===== src/rtl/serial_subtractor.sv =====
// rtl/serial_subtractor.sv - bit-serial LSB-first subtractor, diff = a - b, one bit per clock
// Optional signed-overflow flag built only when SUB_SIGNED_OVF_EN is defined.
module serial_subtractor #(
  parameter int WIDTH = 8
) (
  input  logic             clk,
  input  logic             resetN,
  input  logic             start,
  input  logic [WIDTH-1:0] a,
  input  logic [WIDTH-1:0] b,
  output logic             busy,
  output logic             done,
  output logic [WIDTH-1:0] diff,
  output logic             bOut,
  output logic             overflow
);

  localparam int CW = $clog2(WIDTH);

  localparam logic [1:0] ST_IDLE = 2'd0;
  localparam logic [1:0] ST_RUN  = 2'd1;
  localparam logic [1:0] ST_DONE = 2'd2;

  logic [1:0]       state;
  logic [CW-1:0]    count;
  logic             borrow;
  logic [WIDTH-1:0] sh_a;
  logic [WIDTH-1:0] sh_b;
  logic [WIDTH-2:0] sh_d;

  logic             x_bit;
  logic             y_bit;
  logic             d_bit;
  logic             br_next;
  logic             accept;
  logic             last_bit;
  logic [WIDTH-1:0] d_vec;

  // One full-subtractor cell, reused for every bit position
  assign x_bit    = sh_a[0];
  assign y_bit    = sh_b[0];
  assign d_bit    = x_bit ^ y_bit ^ borrow;
  assign br_next  = (~x_bit & y_bit) | (~(x_bit ^ y_bit) & borrow);
  assign d_vec    = {d_bit, sh_d};

  assign accept   = start && ((state == ST_IDLE) || (state == ST_DONE));
  assign last_bit = (count == CW'(WIDTH - 1));

  assign busy     = (state == ST_RUN);
  assign done     = (state == ST_DONE);

  always_ff @(posedge clk or negedge resetN) begin
    if (!resetN) begin
      state  <= ST_IDLE;
      count  <= '0;
      borrow <= 1'b0;
      sh_a   <= '0;
      sh_b   <= '0;
      sh_d   <= '0;
      diff   <= '0;
      bOut   <= 1'b0;
    end else if (accept) begin
      state  <= ST_RUN;
      sh_a   <= a;
      sh_b   <= b;
      borrow <= 1'b0;
      count  <= '0;
    end else if (state == ST_RUN) begin
      sh_a   <= sh_a >> 1;
      sh_b   <= sh_b >> 1;
      sh_d   <= d_vec[WIDTH-1:1];
      borrow <= br_next;
      count  <= count + 1'b1;
      if (last_bit) begin
        state <= ST_DONE;
        diff  <= d_vec;
        bOut  <= br_next;
      end
    end else begin
      state <= ST_IDLE;
    end
  end

`ifdef SUB_SIGNED_OVF_EN
  logic a_msb;
  logic b_msb;

  // Signed overflow: operands differ in sign and the result sign differs from the minuend
  always_ff @(posedge clk or negedge resetN) begin
    if (!resetN) begin
      a_msb    <= 1'b0;
      b_msb    <= 1'b0;
      overflow <= 1'b0;
    end else if (accept) begin
      a_msb <= a[WIDTH-1];
      b_msb <= b[WIDTH-1];
    end else if ((state == ST_RUN) && last_bit) begin
      overflow <= (a_msb != b_msb) && (d_bit != a_msb);
    end
  end
`else
  assign overflow = 1'b0;
`endif

endmodule


===== config.mk =====
export PLATFORM = sky130hd
export DESIGN_NAME = serial_subtractor
export DESIGN_NICKNAME = d
export VERILOG_FILES = /design/src/rtl/serial_subtractor.sv
export SDC_FILE = /design/constraint.sdc
export NUM_CORES = 1
export LEC_CHECK = 0
export ABC_AREA = 1
export CAP_MARGIN = 20
export CORE_MARGIN = 3
export CORE_UTILIZATION = 30
export CTS_CLUSTER_DIAMETER = 60
export DETAILED_ROUTE_END_ITERATION = 8
export PLACE_DENSITY = 0.54
export SLEW_MARGIN = 20
export SYNTH_ARGS = -nofsm -noshare
export SYNTH_HDL_FRONTEND = slang
export SYNTH_SLANG_ARGS = --single-unit

===== constraint.sdc =====
create_clock -name clk -period 1.5 [get_ports clk]
set_input_delay 0.375 -clock clk [delete_from_list [all_inputs] [get_ports clk]]
set_output_delay 0.375 -clock clk [all_outputs]
set_load 0.005 [all_outputs]

==> impl_results.md, run 1 <==
- Worst min path class: in2async
- R2R depth: 8
- Post-synthesis cell count: 212
- Insertion delay to the later sink of the worst-skew pair: 0.30 ns
- Die area: 0.00693 sq mm
- Startpoint Class: flip-flop
- Cts hold-fix bufs: 0
- Clock buffer depth: 2
- Synthesized flop and latch total: 38
- Largest cells by area after synthesis: dfrtp_1, nand2_1, inv_1
- Sequential area share after synthesis: 53.1%
- Largest net degree at the start of global routing: 39
- Detailed Route WL: 3.64 mm
- Setup violators final: 0
- Combinational fraction of design power: 42.7%
- Placed wire-length estimate: 2.52 mm
- CP arrival: 1.06 ns
- Netlist cell types: 22
- Layout net count: 285
- CP Capture Type: output port
- Data required time of the critical path: 1.12 ns
- DR vias/cell: 4.17
- Fin Clk Skew: 0.0102 ns
- Htree depth: 2
- Vias in the first global route: 1383
- Final Hold Vio Count: 0
- Clock power share: 21.5%
- Post-placement cell count: 319
- Power, Total: 4.88 mW
- Max Fclk: 0.697 GHz
- Grt ovf: 0
- Async SR Flop Fraction: 100%
- IO Pins: 31
- Slowest-stage cell, CP: dfrtp_1
- Max-capacitance violation count: 0
- Chip Width: 83.3 um
- Maximum fanout along the worst path: 2
- Core area: 0.00564 sq mm
- First-pass GRT wire length: 6.54 mm
- Synth Flop Type: dfrtp_1
- RSZ-0062 raised after global routing: false
- Root buffer cell: clkbuf_8
- CP Class: reg2out
- Area Overhead vs Synth: 35.7%
- Crit path time final: 1.44 ns
- Post-synth top area share: 53.1%
- DR pass1 iterations: 4
- Cell taking the most area after synthesis: dfrtp_1
- CP cell instances: nor2_4, clkdlybuf4s15_1
- Vias: 1402
- Post-synth EDFFs: 0
- Mapped cell area: 0.00179 sq mm
- Pwr dens: 2010 mW/mm^2
- Routed wire per std cell: 10.8 um
- Fin. max-slew vios: 0
- DRC viols: 0
- Post-layout util: 43.1%
- Non-filler instance count after layout: 336
- Port bufs: 29
- Final period utilization: 95.7%
- Share of layout cells above drive strength 1: 19.3%
- VDD IR-drop max: 0.566 mV
- Iter 0 DRT Violations: 66
- Worst slack, placed: -0.0253 ns
- Internal Power: 3.12 mW
- CP max stage delay: 0.42 ns
- Initial antenna violation count: 0
- Tot GR Track Use: 11.7%
- Switch Pwr: 1.76 mW
- Setup ws final: 0.0647 ns
- Flop2flop setup slack: 0.13 ns
- Clk sinks: 38
- ANT nets after route: 0
- Most common cell in the netlist: nand2_1
- ANT cells: 0
- P_leak: 1.30 nW
- Reg power frac: 35.8%
- Status: complete, no violations
- Post-synth top cells: nand2_1, dfrtp_1, inv_1, nand3_1, o21ai_0
- TritonCTS clock tree: yes
- Clock Pin Slew Worst Setup and Hold Paths: 0.07 ns
- Initial Util: 31.7%
- CTS buffer count: 5
- Synth Area per Inst: 8.45 sq um
- Switching portion of total power: 36.1%
- Yosys warns: 0
- Row count: 27
- Gpl congestion: 0.740
- Die Span Y: 83.3 um
- Post-synth net total: 234
-- area by class of cell --
class / count / area, sq um
repair buffers: 51 / 454
multi-input cells: 134 / 666
inverters: 33 / 131
fillers: 568 / 3210
clock inverters: 3 / 68.8
clock buffers: 5 / 68.8
flip-flops and latches: 38 / 951
well taps: 72 / 90.1
-- logic make-up (layout without fill, tap and decap cells) --
| logic type | after synthesis | count (layout) | share of synthesized area [%] |
|---|---|---|---|
| AOI/OAI and AO/OA | 19 | 19 | 6.99 |
| other | 1 | 1 | 0.209 |
| adders and majority gates | 3 | 3 | 2.52 |
| DFF | 38 | 38 | 53.1 |
| buffers and inverters | 40 | 92 | 10.1 |
| and+or+nand+nor | 111 | 111 | 27.0 |
-- layout by cell type, fill, tap and decap left out, drive strengths merged --
cell type	synthesis	final
clkdlybuf4s15	0	1
clkbuf	0	5
fa	1	1
o21ai	18	18
inv	33	33
bufinv	0	2
conb	1	1
clkdlybuf4s50	0	17
nand2	85	85
nor2	4	4
buf	7	24
dfrtp	38	38
nand3	21	21
a21oi	1	1
dlygate4sd2	0	9
ha	2	2
clkinv	0	1
or2	1	1
-- sequential cells by signal, summed over array words and instances (netlist names) --
signal and flops:
diff 8, sh_d 7, bOut 1, sh_b 8
state 2, borrow 1, count 3, sh_a 8
-- power by group through the flow --
| stage | Combinational [mW] | Sequential (mW) | Clock [mW] |
|---|---|---|---|
| after floorplan | 1.35 | 1.73 | 0 |
| after global placement | 2.01 | 1.77 | 0 |
| after detailed placement | 2.03 | 1.78 | 0 |
| after CTS | 2.11 | 1.75 | 1.09 |
| after global routing | 2.41 | 1.81 | 1.13 |
| final | 2.08 | 1.75 | 1.05 |
-- worst max-delay path, delay by kind of cell, from the launching register on --
family	cells	cell delay, ns
buffers and inverters	1	0.21
AND/OR/NAND/NOR	1	0.13
flip-flops	1	0.42
-- final timing paths --
| kind | startpoint | endpoint |
|---|---|---|
| worst max-delay path | state[1] | busy |
| worst min-delay path | resetN | diff[1] |
| worst max register to register | state[0] | sh_b[5] |
| worst min register to register | sh_a[4] | sh_a[4] |
| max in group asynchronous | resetN | diff[3] |
| min in group clk | sh_a[4] | sh_a[4] |
-- through the flow --
step / setup TNS, ns / hold slack (ns) / cell area, sq um
after floorplan: 0 / 0.0794 / 1790
after global placement: 0 / 0.359 / 2220
after detailed placement: -0.161 / 0.360 / 2220
after CTS: 0 / 0.0316 / 2420
after global routing: 0 / 0.0347 / 2430
final: 0 / 0.0335 / 2430
-- metal layers --
metal / GRT usage, % / part of all wire [%] / up-vias
li1: - / - / 742
met1: 15.5 / 50 / 634
met2: 17.2 / 45 / 19
met3: 3.57 / 3.5 / 7
met4: 5.79 / 2.3 / 0
met5: 0 / 0 / -
-- what timing repair did --
item | 4_1_cts | 5_1_grt
hold endpoints to repair | 0 | 0
pin swaps | 0 | 0
setup buffers | 8 | 1
setup endpoints to repair | 11 | 1
gates resized for setup | 19 | 1
Note: power is estimated with default switching activity, not from simulation.
==> run 2: changes to the inputs <==
Settings changed: CTS_BUF_LIST from default to sky130_fd_sc_hd__clkbuf_8.
==> results of run 2 <==
Final layout, timing and power as in run 1 (identical DEF).
